[src/rtl/mux_pkg.sv]
// Shared definitions for the pipelined N-to-1 mux.
// Mode encodings and flattened-bus helpers.
package mux_pkg;

  localparam logic MODE_SEL = 1'b0;
  localparam logic MODE_RR  = 1'b1;

  function automatic int slice_lo(int idx, int width);
    return idx * width;
  endfunction

endpackage

[src/rtl/mux_nto1_pipe_if.sv]
// Handshake bundle between producers, the mux and its consumer.
// master drives the inputs; slave is the mux side.
interface mux_nto1_pipe_if #(
  parameter int WIDTH = 32,
  parameter int N     = 4
);
  localparam int SELW = $clog2(N);

  logic                 mode;
  logic [SELW-1:0]      sel;
  logic [N*WIDTH-1:0]   in_data;
  logic [N-1:0]         in_valid;
  logic [N-1:0]         in_ready;
  logic [WIDTH-1:0]     out_data;
  logic [SELW-1:0]      out_sel;
  logic                 out_valid;
  logic                 out_ready;

  modport master (
    output mode, sel, in_data, in_valid,
    output out_ready,
    input  in_ready, out_data, out_sel,
    input  out_valid
  );

  modport slave (
    input  mode, sel, in_data, in_valid,
    input  out_ready,
    output in_ready, out_data, out_sel,
    output out_valid
  );
endinterface

[src/rtl/mux_nto1_pipe_rr_arbiter.sv]
// Rotating-priority encoder: first request at or after ptr wins.
// Purely combinational; the pointer lives in the parent.
module rr_arbiter #(
  parameter int N = 4
) (
  input  logic [N-1:0]         req_i,
  input  logic [$clog2(N)-1:0] ptr_i,
  input  logic                 en_i,
  output logic                 gnt_valid_o,
  output logic [$clog2(N)-1:0] gnt_o
);
  localparam int SELW = $clog2(N);

  int idx;

  // Scan downward so the lowest offset from ptr is written last.
  always_comb begin
    gnt_valid_o = 1'b0;
    gnt_o       = '0;
    idx         = 0;
    for (int k = N - 1; k >= 0; k--) begin
      idx = (int'(ptr_i) + k) % N;
      if (en_i && req_i[idx[SELW-1:0]]) begin
        gnt_valid_o = 1'b1;
        gnt_o       = idx[SELW-1:0];
      end
    end
  end

endmodule

[src/rtl/mux_nto1_pipe.sv]
// Pipelined N-to-1 mux, explicit or round-robin select.
// Output register plus skid register keep full rate under stall.
module mux_nto1_pipe
  import mux_pkg::*;
#(
  parameter int WIDTH = 32,
  parameter int N     = 4
) (
  input  logic             clk,
  input  logic             rst_n,
  mux_nto1_pipe_if.slave   bus
);
  localparam int SELW = $clog2(N);
  localparam int NP   = 2 ** SELW;

  logic [WIDTH-1:0] din [N];

  for (genvar i = 0; i < N; i++) begin : g_slice
    assign din[i] = bus.in_data[slice_lo(i, WIDTH) +: WIDTH];
  end

  logic [SELW-1:0]  ptr_q, ptr_d;
  logic             out_v_q, out_v_d;
  logic [WIDTH-1:0] out_data_q, out_data_d;
  logic [SELW-1:0]  out_sel_q, out_sel_d;
  logic             skid_v_q, skid_v_d;
  logic [WIDTH-1:0] skid_data_q, skid_data_d;
  logic [SELW-1:0]  skid_sel_q, skid_sel_d;

  logic             arb_gv;
  logic [SELW-1:0]  arb_g;
  logic [NP-1:0]    vpad;
  logic             sel_ok;
  logic             gv;
  logic [SELW-1:0]  g;
  logic             acc_en;
  logic             xfer;

  rr_arbiter #(.N(N)) u_arb (
    .req_i       (bus.in_valid),
    .ptr_i       (ptr_q),
    .en_i        (bus.mode == MODE_RR),
    .gnt_valid_o (arb_gv),
    .gnt_o       (arb_g)
  );

  // Pad valid to 2**SELW so an out-of-range sel never indexes past it.
  always_comb begin
    vpad         = '0;
    vpad[N-1:0]  = bus.in_valid;
    sel_ok       = (int'(bus.sel) < N) && vpad[bus.sel];
  end

  always_comb begin
    gv = 1'b0;
    g  = '0;
    unique case (bus.mode)
      MODE_SEL: begin
        gv = sel_ok;
        g  = bus.sel;
      end
      MODE_RR: begin
        gv = arb_gv;
        g  = arb_g;
      end
      default: ;
    endcase
  end

  assign acc_en       = !skid_v_q;
  assign xfer         = rst_n && acc_en && gv;
  assign bus.in_ready = xfer ? ({{(N-1){1'b0}}, 1'b1} << g) : '0;

  always_comb begin
    ptr_d       = ptr_q;
    out_v_d     = out_v_q;
    out_data_d  = out_data_q;
    out_sel_d   = out_sel_q;
    skid_v_d    = skid_v_q;
    skid_data_d = skid_data_q;
    skid_sel_d  = skid_sel_q;
    if (xfer) begin
      ptr_d = (int'(g) == N - 1) ? '0 : g + 1'b1;
    end
    if (!out_v_q || bus.out_ready) begin
      if (skid_v_q) begin
        out_v_d    = 1'b1;
        out_data_d = skid_data_q;
        out_sel_d  = skid_sel_q;
        skid_v_d   = 1'b0;
      end else begin
        out_v_d = xfer;
        if (xfer) begin
          out_data_d = din[g];
          out_sel_d  = g;
        end
      end
    end else if (xfer) begin
      skid_v_d    = 1'b1;
      skid_data_d = din[g];
      skid_sel_d  = g;
    end
  end

  always_ff @(posedge clk) begin
    if (!rst_n) begin
      ptr_q       <= '0;
      out_v_q     <= 1'b0;
      out_data_q  <= '0;
      out_sel_q   <= '0;
      skid_v_q    <= 1'b0;
      skid_data_q <= '0;
      skid_sel_q  <= '0;
    end else begin
      ptr_q       <= ptr_d;
      out_v_q     <= out_v_d;
      out_data_q  <= out_data_d;
      out_sel_q   <= out_sel_d;
      skid_v_q    <= skid_v_d;
      skid_data_q <= skid_data_d;
      skid_sel_q  <= skid_sel_d;
    end
  end

  assign bus.out_valid = out_v_q;
  assign bus.out_data  = out_data_q;
  assign bus.out_sel   = out_sel_q;

endmodule

[src/flat_wrapper.sv]
// flat-port wrapper written by rule: the top's interface ports become plain ports
module mux_nto1_pipe_flat import mux_pkg::*;
#(
  parameter int WIDTH = 32,
  parameter int N     = 4
)
  (clk, rst_n, bus_mode, bus_sel, bus_in_data, bus_in_valid, bus_out_ready, bus_in_ready, bus_out_data, bus_out_sel, bus_out_valid);
  mux_nto1_pipe_if #(.WIDTH(WIDTH), .N(N)) bus_i ();
  input  logic clk;
  input  logic rst_n;
  input wire logic [$bits(bus_i.mode)-1:0] bus_mode;
  input wire logic [$bits(bus_i.sel)-1:0] bus_sel;
  input wire logic [$bits(bus_i.in_data)-1:0] bus_in_data;
  input wire logic [$bits(bus_i.in_valid)-1:0] bus_in_valid;
  input wire logic [$bits(bus_i.out_ready)-1:0] bus_out_ready;
  output wire logic [$bits(bus_i.in_ready)-1:0] bus_in_ready;
  output wire logic [$bits(bus_i.out_data)-1:0] bus_out_data;
  output wire logic [$bits(bus_i.out_sel)-1:0] bus_out_sel;
  output wire logic [$bits(bus_i.out_valid)-1:0] bus_out_valid;
  assign bus_i.mode = bus_mode;
  assign bus_i.sel = bus_sel;
  assign bus_i.in_data = bus_in_data;
  assign bus_i.in_valid = bus_in_valid;
  assign bus_i.out_ready = bus_out_ready;
  assign bus_in_ready = bus_i.in_ready;
  assign bus_out_data = bus_i.out_data;
  assign bus_out_sel = bus_i.out_sel;
  assign bus_out_valid = bus_i.out_valid;
  mux_nto1_pipe #(.WIDTH(WIDTH), .N(N)) u_core (.clk(clk), .rst_n(rst_n), .bus(bus_i));
endmodule
[config.mk]
export PLATFORM = sky130hd
export DESIGN_NAME = mux_nto1_pipe_flat
export DESIGN_NICKNAME = d
export VERILOG_FILES = /design/src/rtl/mux_pkg.sv /design/src/rtl/mux_nto1_pipe_if.sv /design/src/rtl/mux_nto1_pipe_rr_arbiter.sv /design/src/rtl/mux_nto1_pipe.sv /design/src/flat_wrapper.sv
export SDC_FILE = /design/constraint.sdc
export NUM_CORES = 1
export LEC_CHECK = 0
export BUFFER_PORTS_ARGS = -buffer_cell sky130_fd_sc_hd__buf_4
export CAP_MARGIN = 20
export CORE_ASPECT_RATIO = 1.25
export CORE_MARGIN = 1
export CORE_UTILIZATION = 40
export DETAILED_ROUTE_END_ITERATION = 10
export PLACE_DENSITY = 0.69
export SLEW_MARGIN = 5
export SYNTH_ARGS = -nofsm -noshare
export SYNTH_HDL_FRONTEND = slang
export SYNTH_HIERARCHICAL = 1
export SYNTH_SLANG_ARGS = --single-unit
[constraint.sdc]
create_clock -name clk -period 2.4 [get_ports clk]
set_clock_uncertainty 0.2 [all_clocks]
set_input_delay 0 -clock clk [delete_from_list [all_inputs] [get_ports clk]]
set_output_delay 0 -clock clk [all_outputs]
set_load 0.005 [all_outputs]
==> results of run 1 <==
-- per-layer routing --
layer / global-route usage, % / up-vias / share of wire, %
met4: 6.67 / 0 / 1.1
met3: 4.60 / 12 / 4.8
li1: - / 2053 / -
met1: 27.4 / 1950 / 40
met5: 0 / - / 0
met2: 45.9 / 131 / 54
-- report_power, final --
group	leakage (nW)	total, mW	internal [mW]	switching, mW
Sequential	0.589	1.32	1.28	0.0455
Combinational	2.33	0.977	0.553	0.424
Clock	0.154	1.36	0.880	0.476
-- registers in the layout, indices dropped and copies added, names as in the netlist --
name	flops
u_core/bus.out_data	32
u_core/bus.out_sel	2
u_core/bus.out_valid	1
u_core/ptr_q	2
u_core/skid_data_q	32
u_core/skid_sel_q	2
u_core/skid_v_q	1
-- final cells by class --
class | instances | area, um2
fill | 766 | 3100
clock inverter | 3 | 40.0
multi-input combinational | 317 | 2310
timing repair buffer | 272 | 2320
tap | 126 | 158
sequential | 72 | 1450
clock buffer | 12 | 267
inverter | 4 | 17.5
-- cells by family (layout without fill, tap and decap cells) --
| logic type | count (synthesis) | count (layout) | synth area share [%] |
|---|---|---|---|
| compound gates | 118 | 118 | 20.8 |
| mux | 102 | 102 | 25.7 |
| simple gates | 93 | 93 | 9.60 |
| flops | 72 | 72 | 36.1 |
| buf+inv | 39 | 291 | 6.55 |
| fa+ha+maj | 4 | 4 | 1.25 |
-- worst paths after layout --
check | start | end
worst max-delay path | u_core/ptr_q[1] | bus_in_ready[3]
worst min register to register | u_core/skid_data_q[20] | u_core/skid_data_q[20]
worst max register to register | u_core/ptr_q[1] | u_core/skid_data_q[5]
worst min-delay path | bus_in_data[80] | u_core/skid_data_q[16]
-- critical path, cell delays in order (launching register included) --
cell	delay [ns]
dfxtp_2	0.34
nand3b_1	0.17
a21oi_2	0.16
a211oi_2	0.05
mux2i_2	0.26
inv_4	0.13
buf_12	0.18
ha_1	0.21
and2_1	0.13
buf_4	0.13
-- repair_timing --
item | CTS | global route
gates resized for setup | 0 | 6
hold buffers | 80 | 0
setup endpoints to repair | 0 | 16
endpoints found under the hold margin | 41 | 0
-- stage by stage --
stage / hold WS [ns] / worst slack [ns] / cells / power [mW]
6_report: -0.00814 / 0.0968 / 806 / 3.65
3_3_place_gp: 0.102 / 0.165 / 709 / 2.16
4_1_cts: 0.000555 / 0.0321 / 804 / 3.63
2_1_floorplan: 0.0370 / 0.283 / 428 / 1.83
5_1_grt: 0.0182 / 0.00848 / 806 / 3.81
3_5_place_dp: 0.107 / 0.113 / 709 / 2.18
-- cell usage after synthesis (all sizes together) (2+ instances only) --
cell / n
inv: 4
buf: 24
clkbuf: 11
nand2b: 3
mux2i: 101
nand2: 74
a21o: 2
nor2: 8
a31oi: 33
and2: 4
a22o: 32
nand3b: 2
ha: 4
a211oi: 6
dfxtp: 72
a21oi: 4
o21ai: 39
==> results.toml, run 1 <==
[run_status]
outcome = "finished, violations left"
violations = "negative hold slack"

[clock_network]
path_clk_slew_ns = 0.06
cts_tree = "done"
clock-root-buffer = "clkbuf_16"
cts_max_level = 3
cts.path.max_buffers = 2
insertion_delay_ns = 0.32
clkSinkCount = 72
post_cts_buffers = 0
cts_buffers = 9

[sta]
hold_viol = 4
fin_crit_ns = 2.30
fmax_ghz = 0.434
rsz0062_at_grt = "false"
fin_crit_sh_pct = 96.0
worst-slew-pin-transition_ns = 0.619
drv_slew = 0
setup_viol = 0
tns_ns = 0
worst_slew_margin_rel_pct = 58.7
hold-worst-slack_ns = -0.00814

[critical_path]
required_ns = 2.20
worst-setup-path-type = "register to output pin"
worstSetupEndpointType = "output pin"
critPathArrivalTime_ns = 2.10
crit_fanout = 16
rr_worst_depth = 9
regToRegSetupSlack_ns = 0.12
worstSetupStartpointType = "register"

[power_and_ir_drop]
pwr_density_cell_nw_per_um2 = 557
leakage_nw = 3.07
max-vdd-ir-drop_mv = 0.338

[routing]
routed_via_density = 5.14
first_pass_iters = 6
detail-route-antenna-nets = 0
post_drt_wl_per_cell_um = 16.0
drtIter0Drc = 196
drc = 0
vias = 4146
wirelength_um = 12900

[synthesis]
avgSynthCellArea_um2 = 9.32
ys.flop_type = "dfxtp_1"
syn_nets = 570
ys_types = 32
synthCells = 428
synth-seq-area-share_pct = 36.1
yosys-top-cells-area = "dfxtp_1 36%, mux2i_1 25%, a22o_1 7.0%"
syn-cell-area_um2 = 3990
synth_top_area_share_pct = 36.1
yosysWarnings = 6
synth_top_cell_by_area = "dfxtp_1"
async_flop_share_pct = 0
synth_edf_count = 0
synth.ff_latch_count = 72

[floorplanning]
num_rows = 40
fp.dieH_um = 114
die_x_um = 91.3
die_area_um2 = 10400
io_pins = 177
start_util_pct = 41.3
core-area_um2 = 9660

[finish]
fin_area_um2 = 6560
final_common_cell = "buf_4"
drive_gt1_share_pct = 32.9
postLayoutCoreUtil_pct = 67.9
most-common-layout-cells = "186 x buf_4, 99 x mux2i_1, 80 x dlygate4sd3_1"
areaGrowthSynthToFinish_pct = 64.3
n_antenna_cell = 0
layout.nets = 818

[placed_design]
place_congestion = 0.776
place_area_um2 = 5380
buffer_ports.inserted = 176
dpl.hpwl_um = 7650

[grt]
grt_pass1_wl_um = 20100
grt_pass1_vias = 4139
grtUsageTotal_pct = 24.2
grt_overflow_total = 0
grt_start_max_net_pins = 67
antenna_found_initial = 0

[worst_hold_path]
hold_path_class = "input pin to register"
hold_depth = 4

[flow_run]
timing.max_cap.violations = 0
Power figures use the tool's default switching activity.
==> run 2, diff against run 1 <==
--- a/config.mk
+++ b/config.mk
@@ -7,13 +7,13 @@
 export LEC_CHECK = 0
 export BUFFER_PORTS_ARGS = -buffer_cell sky130_fd_sc_hd__buf_4
 export CAP_MARGIN = 20
-export CORE_ASPECT_RATIO = 1.25
+export CORE_ASPECT_RATIO = 0.6
 export CORE_MARGIN = 1
 export CORE_UTILIZATION = 40
 export DETAILED_ROUTE_END_ITERATION = 10
-export PLACE_DENSITY = 0.69
+export PLACE_DENSITY = 0.68
+export SKIP_LAST_GASP = 1
 export SLEW_MARGIN = 5
 export SYNTH_ARGS = -nofsm -noshare
 export SYNTH_HDL_FRONTEND = slang
-export SYNTH_HIERARCHICAL = 1
 export SYNTH_SLANG_ARGS = --single-unit
==> results.toml, run 2 <==
[run_status]
outcome = "finished, violations left"
violations = "negative setup slack"

[synthesis]
ys.flop_type = "dfxtp_1"
synth-seq-area-share_pct = 31.5
synth.ff_latch_count = 72
synth_top_area_share_pct = 31.5
yosys-top-cells-area = "dfxtp_1 31%, mux2_4 10%, a221oi_2 9.8%"
synth_xor_area_share_pct = 0
muxShareOfSynthArea_pct = 19.2
synthSimpleGateAreaFrac_pct = 10.9
yosysWarnings = 0
synth_compound_gate_area_share_pct = 31.2
synthCells = 480
synth_fa_ha_area_share_pct = 1.09
ys_types = 46
syn_nets = 622
synth_edf_count = 0
synth_top_cell_by_area = "dfxtp_1"
yosysMostFrequentCell = "dfxtp_1"
synth_commonest_cells = "72 x dfxtp_1, 69 x a21oi_1, 47 x nand2_1"
async_flop_share_pct = 0
syn-cell-area_um2 = 4580
synth_top_family_by_area = "compound AO/OA/AOI/OAI gates"
avgSynthCellArea_um2 = 9.54

[power_and_ir_drop]
pwr_density_cell_nw_per_um2 = 577
max-vdd-ir-drop_mv = 0.431
leakage_nw = 3.63

[floorplanning]
fp.dieH_um = 84.9
core-area_um2 = 10800
io_pins = 177
start_util_pct = 42.2
num_rows = 29
die_x_um = 140
die_area_um2 = 11900

[critical_path]
crit_fanout = 17
worstSetupStartpointType = "register"
worstSetupEndpointType = "register"
required_ns = 2.40
worst-setup-path-type = "register to register"
critPathArrivalTime_ns = 2.41

[clock_network]
cts.path.max_buffers = 2
path_clk_slew_ns = 0.05
cts_buffers = 9
cts_max_level = 3
clkSinkCount = 72
clock-root-buffer = "clkbuf_16"
cts_tree = "done"
insertion_delay_ns = 0.32

[worst_hold_path]
hold_path_class = "input pin to register"

[finish]
layout.nets = 938
most-common-layout-cells = "211 x buf_4, 131 x dlygate4sd3_1, 69 x a21oi_1, 69 x dfxtp_1, 47 x nand2_1"
n_antenna_cell = 0
postLayoutCoreUtil_pct = 72.9
fin_area_um2 = 7910
drive_gt1_share_pct = 43.3
areaGrowthSynthToFinish_pct = 72.8
final_common_cell = "buf_4"

[grt]
grt_overflow_total = 0
grtUsageTotal_pct = 29.2
grt_pass1_vias = 5455
antenna_found_initial = 0
grt_start_max_net_pins = 36
grt_pass1_wl_um = 27300

[routing]
detail-route-antenna-nets = 0
drtIter0Drc = 367
routed_via_density = 5.49
vias = 5162
first_pass_iters = 5
post_drt_wl_per_cell_um = 18.7
wirelength_um = 17600
drc = 0

[sta]
worst_slew_margin_rel_pct = 35.7
rsz0062_at_grt = "true"
setup_viol = 1
setup_slack_ns = -0.00940
fin_crit_ns = 2.41
fmax_ghz = 0.415
drv_slew = 0
hold_viol = 0
fin_crit_sh_pct = 100
tns_ns = -0.00940
worst-slew-pin-transition_ns = 0.963
hold-worst-slack_ns = 0.0223

[placed_design]
place_congestion = 0.886
dp_slack_ns = -0.170
place_area_um2 = 6140
buffer_ports.inserted = 176
dpl.hpwl_um = 10700

[flow_run]
timing.max_cap.violations = 0
==> run 2: final cells by class <==
cell class / instances / area [um2]
Timing Repair Buffer: 350 / 3030
Multi-Input combinational cell: 357 / 2940
Fill cell: 777 / 2940
Sequential cell: 72 / 1450
Clock buffer: 14 / 274
Tap cell: 139 / 174
Inverter: 6 / 22.5
Clock inverter: 2 / 12.5
==> run 2: where the power goes <==
part	internal (mW)	switching, mW
combinational	1.00	0.847
clock	0.784	0.489
sequential	1.34	0.0988
total	3.13	1.43
==> run 2: cells by family (layout without fill, tap and decap cells) <==
group                    Yosys count  after routing
adder cells (fa/ha/maj)            4              4
flip-flops                        72             72
AND/OR/NAND/NOR                   98             98
multiplexers                      69             69
buffers and inverters             51            372
AO/OA/AOI/OAI                    186            186
==> run 2: repair_timing <==
action / in CTS / in global routing
pin swaps: 3 / 6
endpoints found under the setup margin: 65 / 65
gates resized for setup: 6 / 14
setup buffers: 5 / 7
hold buffers: 131 / 0
endpoints found under the hold margin: 68 / 0
==> run 2: worst max-delay path, stage by stage, from the launching register on <==
cell and delay [ns]:
dfxtp_2 0.35, mux4_2 0.51, a21oi_2 0.18, nor2_4 0.09, buf_12 0.17, buf_4 0.15, mux2_4 0.31, a221oi_2 0.23
a21oi_1 0.10
==> run 2: per-layer routing <==
layer	routed length (um)	global-route usage, %
met4	255	9.09
met1	7600	35.5
met3	1410	8.18
met2	8300	50.2
met5	0	0
==> run 2: final timing paths <==
check	from	to	slack, ns	depth (start not counted)
setup / recovery	u_core.ptr_q[0]	u_core.bus.out_data[17]	-0.009	8
hold / removal	bus_mode	u_core.bus.out_valid	0.02	4
setup reg to reg	u_core.ptr_q[0]	u_core.bus.out_data[17]	-0.009	8
hold reg to reg	u_core.bus.out_sel[0]	u_core.bus.out_sel[0]	0.25	2
==> run 2: through the flow <==
step / instances / power (mW)
after floorplan: 480 / 2.37
after global placement: 781 / 2.95
after detailed placement: 781 / 3.00
after CTS: 933 / 4.49
after global routing: 940 / 4.76
final: 940 / 4.56
==> run 3, diff against run 2 <==
--- a/config.mk
+++ b/config.mk
@@ -11,6 +11,7 @@
 export CORE_MARGIN = 1
 export CORE_UTILIZATION = 40
 export DETAILED_ROUTE_END_ITERATION = 10
+export HOLD_SLACK_MARGIN = 0.06
 export PLACE_DENSITY = 0.68
 export SKIP_LAST_GASP = 1
 export SLEW_MARGIN = 5
==> constraint.sdc (replaced) <==
create_clock -name clk -period 2.4 [get_ports clk]
set_clock_uncertainty 0.2 [all_clocks]
set_input_delay 0.36 -clock clk [delete_from_list [all_inputs] [get_ports clk]]
set_output_delay 0.36 -clock clk [all_outputs]
set_load 0.005 [all_outputs]
==> results.toml, run 3 (synthesis gave the netlist of run 2 again) <==
[finish]
n_antenna_cell = 0
fin_area_um2 = 6890
final_common_cell = "buf_4"
layout.nets = 817
areaGrowthSynthToFinish_pct = 50.5
postLayoutCoreUtil_pct = 63.5
drive_gt1_share_pct = 53.9
most-common-layout-cells = "207 x buf_4, 69 x dfxtp_1, 67 x a21oi_1"

[critical_path]
worstSetupStartpointType = "register"
crit_fanout = 6
critPathArrivalTime_ns = 2.00
required_ns = 1.84
worst-setup-path-type = "register to output pin"
rr_worst_depth = 8
worstSetupEndpointType = "output pin"

[sta]
worst_slew_margin_rel_pct = 35.4
hold_viol = 0
worst-slew-pin-transition_ns = 0.966
hold-worst-slack_ns = 0.191
drv_slew = 0
rsz0062_at_grt = "true"
fmax_ghz = 0.390
setup_viol = 32
setup_slack_ns = -0.163
fin_crit_sh_pct = 107
fin_crit_ns = 2.56

[worst_hold_path]
hold_depth = 3
hold_path_class = "input pin to register"

[power_and_ir_drop]
max-vdd-ir-drop_mv = 0.426
pwr_density_cell_nw_per_um2 = 667
leakage_nw = 3.18

[floorplanning]
num_rows = 29
die_x_um = 140
start_util_pct = 42.2
core-area_um2 = 10800
io_pins = 177
die_area_um2 = 11900
fp.dieH_um = 84.9

[routing]
routed_via_density = 5.76
drc = 0
drtIter0Drc = 250
first_pass_iters = 4
wirelength_um = 15800
detail-route-antenna-nets = 0
vias = 4709
post_drt_wl_per_cell_um = 19.3

[clock_network]
clkSinkCount = 72
cts_max_level = 3
path_clk_slew_ns = 0.06
cts_buffers = 9
cts.path.max_buffers = 2
clock-root-buffer = "clkbuf_16"
cts_tree = "done"
insertion_delay_ns = 0.33

[run_status]
violations = "negative setup slack"
outcome = "finished, violations left"

[grt]
antenna_found_initial = 0
grt_pass1_wl_um = 23900
grt_overflow_total = 0
grt_pass1_vias = 4688
grt_start_max_net_pins = 36
grtUsageTotal_pct = 25.8

[flow_run]
timing.max_cap.violations = 0

[placed_design]
dpl.hpwl_um = 10400
place_congestion = 0.925
buffer_ports.inserted = 176
place_area_um2 = 6130
-- run 3: cell types whose count changed in the layout (fill, tap and decap cells not counted), moves of 3 or more --
cell,change
ha_1,-3
clkbuf_16,+4
buf_6,+10
dlygate4sd3_1,-131
o21ai_0,-4
buf_4,-4
ha_4,+3
o21ai_1,+4
-- run 3: area by class of cell --
class	instances	area, um2
Sequential cell	72	1450
Timing Repair Buffer	229	1900
Fill cell	926	3960
Inverter	6	25.0
Clock inverter	3	42.5
Multi-Input combinational cell	357	3050
Clock buffer	12	246
Tap cell	139	174
-- run 3: metal layers --
metal | up-vias | global-route usage, % | wire (um)
li1 | 2186 | - | -
met1 | 2283 | 33.6 | 7300
met2 | 221 | 42.3 | 7090
met3 | 19 | 7.17 | 1190
met4 | 0 | 6.59 | 229
met5 | - | 0 | 0
-- run 3: metrics by stage --
stage,setup WS [ns],power (mW),TNS [ns],std cells
after floorplan,0.0173,2.37,0,480
after detailed placement,-0.208,2.98,-6.07,782
final,-0.163,4.59,-1.89,818
after global routing,-0.227,4.80,-5.99,818
after global placement,-0.105,2.93,-2.23,782
after CTS,-0.167,4.37,-0.848,803
-- run 3: report_power, final --
group | switching, mW | internal, mW
clock network | 0.494 | 0.826
logic | 0.867 | 0.974
registers | 0.0958 | 1.34
total | 1.46 | 3.14
-- run 3: critical path, stage by stage, from the launching register on --
cell and delay, ns:
dfxtp_4 0.38, buf_4 0.13, mux2i_2 0.23, o2111ai_2 0.16, a21oi_4 0.17, nor2_4 0.06, buf_6 0.14, inv_4 0.06
ha_1 0.12, and2_1 0.11, buf_4 0.10
-- run 3: path summary, 6_finish.rpt --
path | startpoint | end | slack (ns)
worst min-delay path | rst_n | u_core.bus.out_sel[1] | 0.19
worst min register to register | u_core.bus.out_sel[1] | u_core.bus.out_sel[1] | 0.27
worst max-delay path | u_core.ptr_q[1] | bus_in_ready[1] | -0.16
worst max register to register | u_core.ptr_q[1] | u_core.skid_data_q[16] | -0.09
-- run 3: repair_timing --
| item | 4_1_cts | 5_1_grt |
|---|---|---|
| setup buffers | 9 | 10 |
| gates cloned | 0 | 5 |
| gates resized for setup | 29 | 30 |
| setup endpoints to repair | 63 | 69 |
| pin swaps | 6 | 27 |
| hold buffers | 0 | 0 |
